==> src/rtl/instr_register_pkg.sv <==
// rtl/instr_register_pkg.sv - shared types for the instruction register and its controller
package instr_register_pkg;

   localparam int DEPTH_DEFAULT = 32;

   typedef enum logic [3:0] {
      ZERO, PASSA, PASSB, ADD, SUB, MULT, DIV, MOD
   } opcode_t;

   typedef logic signed [31:0] operand_t;
   typedef logic [$clog2(DEPTH_DEFAULT)-1:0] address_t;
   typedef logic req_id_t;

   typedef struct packed {
      opcode_t  opc;
      operand_t op_a;
      operand_t op_b;
   } instruction_t;

endpackage

==> src/rtl/instr_register_ctrl_if.sv <==
// rtl/instr_register_ctrl_if.sv - requester, register and consumer signals of the controller
interface instr_register_ctrl_if
   import instr_register_pkg::*;
#(
   parameter int DEPTH = DEPTH_DEFAULT,
   parameter int PTR_W = $clog2(DEPTH)
) ();

   logic         req0_valid;
   logic         req0_ready;
   opcode_t      req0_opcode;
   operand_t     req0_operand_a;
   operand_t     req0_operand_b;
   logic         req1_valid;
   logic         req1_ready;
   opcode_t      req1_opcode;
   operand_t     req1_operand_a;
   operand_t     req1_operand_b;
   logic         load_en;
   logic [PTR_W-1:0] write_pointer;
   opcode_t      opcode;
   operand_t     operand_a;
   operand_t     operand_b;
   logic [PTR_W-1:0] read_pointer;
   instruction_t instruction_word;
   logic         out_valid;
   logic         out_ready;
   instruction_t out_instr;
   logic [PTR_W:0] count;

   modport master (
      input  req0_valid, req0_opcode, req0_operand_a, req0_operand_b,
      output req0_ready,
      input  req1_valid, req1_opcode, req1_operand_a, req1_operand_b,
      output req1_ready,
      output load_en, write_pointer, opcode, operand_a, operand_b, read_pointer,
      input  instruction_word,
      output out_valid, out_instr, count,
      input  out_ready
   );

   modport slave (
      output req0_valid, req0_opcode, req0_operand_a, req0_operand_b,
      input  req0_ready,
      output req1_valid, req1_opcode, req1_operand_a, req1_operand_b,
      input  req1_ready,
      input  load_en, write_pointer, opcode, operand_a, operand_b, read_pointer,
      output instruction_word,
      input  out_valid, out_instr, count,
      output out_ready
   );

endinterface

==> src/rtl/instr_rr_arbiter.sv <==
// rtl/instr_rr_arbiter.sv - two-way round-robin arbiter with one-hot grant
module instr_rr_arbiter
   import instr_register_pkg::*;
(
   input  logic       clk,
   input  logic       reset_n,
   input  logic [1:0] valid,
   input  logic       block,
   output logic [1:0] grant
);

   req_id_t last_grant;

   always_comb begin
      grant = 2'b00;
      if (!block) begin
         case (valid)
            2'b01:   grant = 2'b01;
            2'b10:   grant = 2'b10;
            2'b11:   grant = (last_grant == 1'b1) ? 2'b01 : 2'b10;
            default: grant = 2'b00;
         endcase
      end
   end

   // A grant is only ever issued to a valid requester, so every grant is an accepted push.
   always_ff @(posedge clk) begin
      if (!reset_n) begin
         last_grant <= 1'b1;
      end else if (grant != 2'b00) begin
         last_grant <= grant[1];
      end
   end

endmodule

==> src/rtl/instr_register_ctrl.sv <==
// rtl/instr_register_ctrl.sv - arbitrates two producers into the instruction register, reads it in FIFO order
module instr_register_ctrl
   import instr_register_pkg::*;
#(
   parameter int DEPTH = DEPTH_DEFAULT
) (
   input  logic                  clk,
   input  logic                  reset_n,
   instr_register_ctrl_if.master bus
);

   localparam int PTR_W = $clog2(DEPTH);

   logic [PTR_W-1:0] wp;
   logic [PTR_W-1:0] rp;
   logic [PTR_W:0]   cnt;
   logic             full;
   logic             empty;
   logic             push;
   logic             pop;
   logic [1:0]       valid;
   logic [1:0]       grant;

   assign full  = (cnt == (PTR_W+1)'(DEPTH));
   assign empty = (cnt == '0);
   assign valid = {bus.req1_valid, bus.req0_valid};

   // Holding the arbiter off during reset keeps any handshake from completing in that cycle.
   instr_rr_arbiter u_arb (
      .clk     (clk),
      .reset_n (reset_n),
      .valid   (valid),
      .block   (full || !reset_n),
      .grant   (grant)
   );

   assign bus.req0_ready = grant[0];
   assign bus.req1_ready = grant[1];
   assign push           = |(grant & valid);
   assign bus.load_en    = push;

   always_comb begin
      bus.opcode    = ZERO;
      bus.operand_a = '0;
      bus.operand_b = '0;
      if (grant[0]) begin
         bus.opcode    = bus.req0_opcode;
         bus.operand_a = bus.req0_operand_a;
         bus.operand_b = bus.req0_operand_b;
      end else if (grant[1]) begin
         bus.opcode    = bus.req1_opcode;
         bus.operand_a = bus.req1_operand_a;
         bus.operand_b = bus.req1_operand_b;
      end
   end

   assign bus.write_pointer = wp;
   assign bus.read_pointer  = rp;
   assign bus.out_valid     = !empty && reset_n;
   assign bus.out_instr     = bus.instruction_word;
   assign bus.count         = cnt;
   assign pop               = bus.out_valid && bus.out_ready;

   always_ff @(posedge clk) begin
      if (!reset_n) begin
         wp  <= '0;
         rp  <= '0;
         cnt <= '0;
      end else begin
         if (push) wp <= wp + 1'b1;
         if (pop)  rp <= rp + 1'b1;
         case ({push, pop})
            2'b10:   cnt <= cnt + 1'b1;
            2'b01:   cnt <= cnt - 1'b1;
            default: cnt <= cnt;
         endcase
      end
   end

endmodule
==> src/flat_wrapper.sv <==
// flat-port wrapper written by rule: the top's interface ports become plain ports
module instr_register_ctrl_flat import instr_register_pkg::*;
#(
   parameter int DEPTH = DEPTH_DEFAULT
)
  (clk, reset_n, bus_req0_valid, bus_req0_opcode, bus_req0_operand_a, bus_req0_operand_b, bus_req0_ready, bus_req1_valid, bus_req1_opcode, bus_req1_operand_a, bus_req1_operand_b, bus_req1_ready, bus_load_en, bus_write_pointer, bus_opcode, bus_operand_a, bus_operand_b, bus_read_pointer, bus_instruction_word, bus_out_valid, bus_out_instr, bus_count, bus_out_ready);
  instr_register_ctrl_if #(.DEPTH(DEPTH)) bus_i ();
  input  logic clk;
  input  logic reset_n;
  input wire logic [$bits(bus_i.req0_valid)-1:0] bus_req0_valid;
  input wire logic [$bits(bus_i.req0_opcode)-1:0] bus_req0_opcode;
  input wire logic [$bits(bus_i.req0_operand_a)-1:0] bus_req0_operand_a;
  input wire logic [$bits(bus_i.req0_operand_b)-1:0] bus_req0_operand_b;
  output wire logic [$bits(bus_i.req0_ready)-1:0] bus_req0_ready;
  input wire logic [$bits(bus_i.req1_valid)-1:0] bus_req1_valid;
  input wire logic [$bits(bus_i.req1_opcode)-1:0] bus_req1_opcode;
  input wire logic [$bits(bus_i.req1_operand_a)-1:0] bus_req1_operand_a;
  input wire logic [$bits(bus_i.req1_operand_b)-1:0] bus_req1_operand_b;
  output wire logic [$bits(bus_i.req1_ready)-1:0] bus_req1_ready;
  output wire logic [$bits(bus_i.load_en)-1:0] bus_load_en;
  output wire logic [$bits(bus_i.write_pointer)-1:0] bus_write_pointer;
  output wire logic [$bits(bus_i.opcode)-1:0] bus_opcode;
  output wire logic [$bits(bus_i.operand_a)-1:0] bus_operand_a;
  output wire logic [$bits(bus_i.operand_b)-1:0] bus_operand_b;
  output wire logic [$bits(bus_i.read_pointer)-1:0] bus_read_pointer;
  input wire logic [$bits(bus_i.instruction_word)-1:0] bus_instruction_word;
  output wire logic [$bits(bus_i.out_valid)-1:0] bus_out_valid;
  output wire logic [$bits(bus_i.out_instr)-1:0] bus_out_instr;
  output wire logic [$bits(bus_i.count)-1:0] bus_count;
  input wire logic [$bits(bus_i.out_ready)-1:0] bus_out_ready;
  assign bus_i.req0_valid = bus_req0_valid;
  assign bus_i.req0_opcode = bus_req0_opcode;
  assign bus_i.req0_operand_a = bus_req0_operand_a;
  assign bus_i.req0_operand_b = bus_req0_operand_b;
  assign bus_req0_ready = bus_i.req0_ready;
  assign bus_i.req1_valid = bus_req1_valid;
  assign bus_i.req1_opcode = bus_req1_opcode;
  assign bus_i.req1_operand_a = bus_req1_operand_a;
  assign bus_i.req1_operand_b = bus_req1_operand_b;
  assign bus_req1_ready = bus_i.req1_ready;
  assign bus_load_en = bus_i.load_en;
  assign bus_write_pointer = bus_i.write_pointer;
  assign bus_opcode = bus_i.opcode;
  assign bus_operand_a = bus_i.operand_a;
  assign bus_operand_b = bus_i.operand_b;
  assign bus_read_pointer = bus_i.read_pointer;
  assign bus_i.instruction_word = bus_instruction_word;
  assign bus_out_valid = bus_i.out_valid;
  assign bus_out_instr = bus_i.out_instr;
  assign bus_count = bus_i.count;
  assign bus_i.out_ready = bus_out_ready;
  instr_register_ctrl #(.DEPTH(DEPTH)) u_core (.clk(clk), .reset_n(reset_n), .bus(bus_i));
endmodule
==> config.mk <==
export PLATFORM = sky130hd
export DESIGN_NAME = instr_register_ctrl_flat
export DESIGN_NICKNAME = d
export VERILOG_FILES = /design/src/rtl/instr_register_pkg.sv /design/src/rtl/instr_register_ctrl_if.sv /design/src/rtl/instr_rr_arbiter.sv /design/src/rtl/instr_register_ctrl.sv /design/src/flat_wrapper.sv
export SDC_FILE = /design/constraint.sdc
export NUM_CORES = 1
export LEC_CHECK = 0
export ABC_AREA = 1
export CORE_AREA = 10 10 135 137
export DETAILED_ROUTE_END_ITERATION = 6
export DIE_AREA = 0 0 145 147
export PLACE_DENSITY = 0.57
export SETUP_SLACK_MARGIN = 0.2
export SYNTH_ARGS = -nofsm -noshare
export SYNTH_HDL_FRONTEND = slang
export SYNTH_SLANG_ARGS = --single-unit
export TNS_END_PERCENT = 20
==> constraint.sdc <==
create_clock -name clk -period 3.28 [get_ports clk]
set_input_delay 0.656 -clock clk [delete_from_list [all_inputs] [get_ports clk]]
set_output_delay 0.656 -clock clk [all_outputs]
set_load 0.02 [all_outputs]
==> flow_metrics.env <==
export IMPL_finalNetCount=807
export IMPL_critPathTopFamily="buffers and inverters"
export IMPL_tns_ns=0
export IMPL_max_cap_violations=0
export IMPL_placed_cell_area_um2=4460
export IMPL_crit_path_start_kind="input port"
export IMPL_p_int_mw=0.882
export IMPL_dieWidth_um=145
export IMPL_final_common_cell="nand2_1"
export IMPL_initial_utilization_pct=15.2
export IMPL_cp_max_fo=20
export IMPL_rows=46
export IMPL_met3_usage_pct=4.94
export IMPL_clock_sinks=17
export IMPL_crit_arrival_ns=2.40
export IMPL_die_h_um=147
export IMPL_slowest_delay_ns=0.46
export IMPL_grtUsageMet1_pct=12.9
export IMPL_antenna_found_initial=0
export IMPL_grt_first_pass_wirelength_um=19100
export IMPL_fin_ws_ns=0.220
export IMPL_antenna_left=0
export IMPL_yosysSeqAreaShare_pct=14.4
export IMPL_clk_pin_slew_ns=0.05
export IMPL_vias=2940
export IMPL_grt_ovfl_total=0
export IMPL_crit_slowest_cell="clkdlybuf4s50_1"
export IMPL_fin_skew_ns=0.00383
export IMPL_p_comb_share_pct=64.4
export IMPL_slew_violations=0
export IMPL_avgSynthCellArea_um2=5.59
export IMPL_holdBufCountCts=0
export IMPL_grt_pass1_vias=2999
export IMPL_final_cell_mix="nand2_1, clkdlybuf4s50_1, dlygate4sd2_1"
export IMPL_layout_worst_path_cycle_share_pct=93.3
export IMPL_cts_tree="built"
export IMPL_switchingPower_mw=0.655
export IMPL_period_minus_slack_ns=3.06
export IMPL_insertion_delay_ns=0.25
export IMPL_cellLeakagePower_nw=2.32
export IMPL_postSynthCellCount=424
export IMPL_pre_cts_ws_ns=-0.0754
export IMPL_antenna_cells=0
export IMPL_cts_buffer_depth=2
export IMPL_fmax_mhz=327
export IMPL_place_congestion=0.754
export IMPL_setup_viol_count_final=0
export IMPL_cp_cell_sequence="clkdlybuf4s50_1 > inv_1 > a21oi_1 > nand3_2 > inv_4 > bufbuf_16 > nand2_1 > nand2_1 > clkdlybuf4s15_1"
export IMPL_area_growth_pct=89.5
export IMPL_routedWlPerCell_um=16.3
export IMPL_drt_iter0_drc=87
export IMPL_required_ns=2.62
export IMPL_yosysWarnings=0
export IMPL_critPathCaptureType="output port"
export IMPL_power_density_nw_per_um2=342
export IMPL_ios=365
export IMPL_synthDistinctLibCells=20
export IMPL_synth_area_top_cells="nand2_1, buf_4, dfxtp_1"
export IMPL_routed_via_density=3.65
export IMPL_numCtsBuffers=3
export IMPL_tightest_slew_ns=0.396
export IMPL_clock_power_share_pct=16.1
export IMPL_firstDrtPassIters=4
export IMPL_final_cell_area_um2=4490
export IMPL_yosysTopAreaCell="nand2_1"
export IMPL_r2r_start="u_core.bus.count[1]"
export IMPL_power_frac_seq_pct=19.5
export IMPL_track_usage_pct=11.4
export IMPL_core_um2=15600
export IMPL_crit_buf_inv=5
export IMPL_top_usage_layer="met2"
export IMPL_root_buffer="clkbuf_16"
export IMPL_finalHoldViolCount=0
export IMPL_p_sw_share_pct=42.6
export IMPL_use_met2_pct=19.0
export IMPL_status="finished, final reports clean"
export IMPL_hold_class="flop to flop"
export IMPL_ir_worst_vdd_mv=0.446
export IMPL_synth_top_cell_area_share_pct=37.2
export IMPL_drc=0
export IMPL_hpwl_um=11300
export IMPL_critPathKind="input port to output port"
export IMPL_worstHoldStart="u_core.bus.read_pointer[4]"
export IMPL_rsz0062_at_grt="true"
export IMPL_ys_ff_latch=17
export IMPL_crit_start="bus_req1_valid"
export IMPL_grt_start_max_net_pins=27
export IMPL_dieArea_um2=21300
export IMPL_synth_nets=641
export IMPL_drive_above_1_share_pct=6.11
export IMPL_routed_wl_um=13100
export IMPL_port_buffers=228
export IMPL_syn_cell_area_um2=2370
export IMPL_slew_headroom_pct=73.6
export IMPL_path_common_cell="nand2_1"
export IMPL_h_tree_depth=1
-- layout make-up --
class	count	area, µm²
Fill cell	1756	11100
Timing Repair Buffer	245	2380
Multi-Input combinational cell	306	1350
Sequential cell	17	340
Tap cell	216	270
Clock buffer	3	75.1
Inverter	17	66.3
Clock inverter	1	5.00
-- Yosys cell counts, drive strengths merged --
cell,number
or2,2
xor2,5
o21ai,3
xnor2,4
o21a,1
ha,7
fa,1
nand3,19
nand2,235
a21o,1
buf,84
nor2,16
inv,17
dfxtp,17
a21oi,12
-- metal layers --
layer	share of wire, %	vias to the layer above
met5	0	-
met3	9.8	44
met2	47	176
li1	-	1547
met4	3.1	0
met1	40	1173
-- final timing paths --
path	end	slack, ns	cells after the start
worst max-delay path	bus_operand_a[4]	0.22	9
worst min-delay path	u_core.bus.read_pointer[4]	0.50	2
worst min register to register	u_core.bus.read_pointer[4]	0.50	2
worst max register to register	u_core.bus.count[3]	1.03	12
-- metrics by stage --
stage	power [mW]	hold slack (ns)	instances	utilization [%]
global route	1.66	0.535	805	28.8
detailed placement	1.36	0.484	800	28.6
global placement	1.37	0.483	800	28.6
finish	1.54	0.497	805	28.8
CTS	1.57	0.499	805	28.9
floorplan	0.925	0.452	424	-
-- registers in the layout, summed over array words and instances (netlist names) --
register	flops
u_core.u_arb.last_grant	1
u_core.bus.write_pointer	5
u_core.bus.read_pointer	5
u_core.bus.count	6
-- worst reg2reg max path, cell delays in order, from the launching register on --
cell and delay (ns):
dfxtp_1 0.45, nor2_1 0.11, nand3_2 0.12, nand3_2 0.18, ha_1 0.37, ha_1 0.36, inv_1 0.05, nand2_1 0.07
nand2_1 0.06, or2_2 0.27, nand3_1 0.07, nand2_1 0.05, inv_1 0.04
-- cell families after synthesis --
logic type | Yosys count | synth area share [%]
adder cells (fa/ha/maj) | 8 | 4.54
AO/OA/AOI/OAI | 17 | 3.80
XOR/XNOR | 9 | 3.33
AND/OR/NAND/NOR | 272 | 45.3
buffers and inverters | 101 | 28.7
flip-flops | 17 | 14.4
-- power groups by stage --
stage                     clock network, mW  logic, mW  registers, mW
final                                 0.247      0.989          0.300
after global routing                  0.260       1.10          0.308
after CTS                             0.254       1.01          0.304
after detailed placement                  0       1.06          0.308
after global placement                    0       1.06          0.308
after floorplan                           0      0.588          0.337
-- timing repair --
action / in CTS / in global routing
gates cloned: 1 / 0
resized for setup: 75 / 5
buffers inserted: 0 / 0
setup endpoints to repair: 68 / 21
No activity file was read; power rests on OpenSTA's default activity.
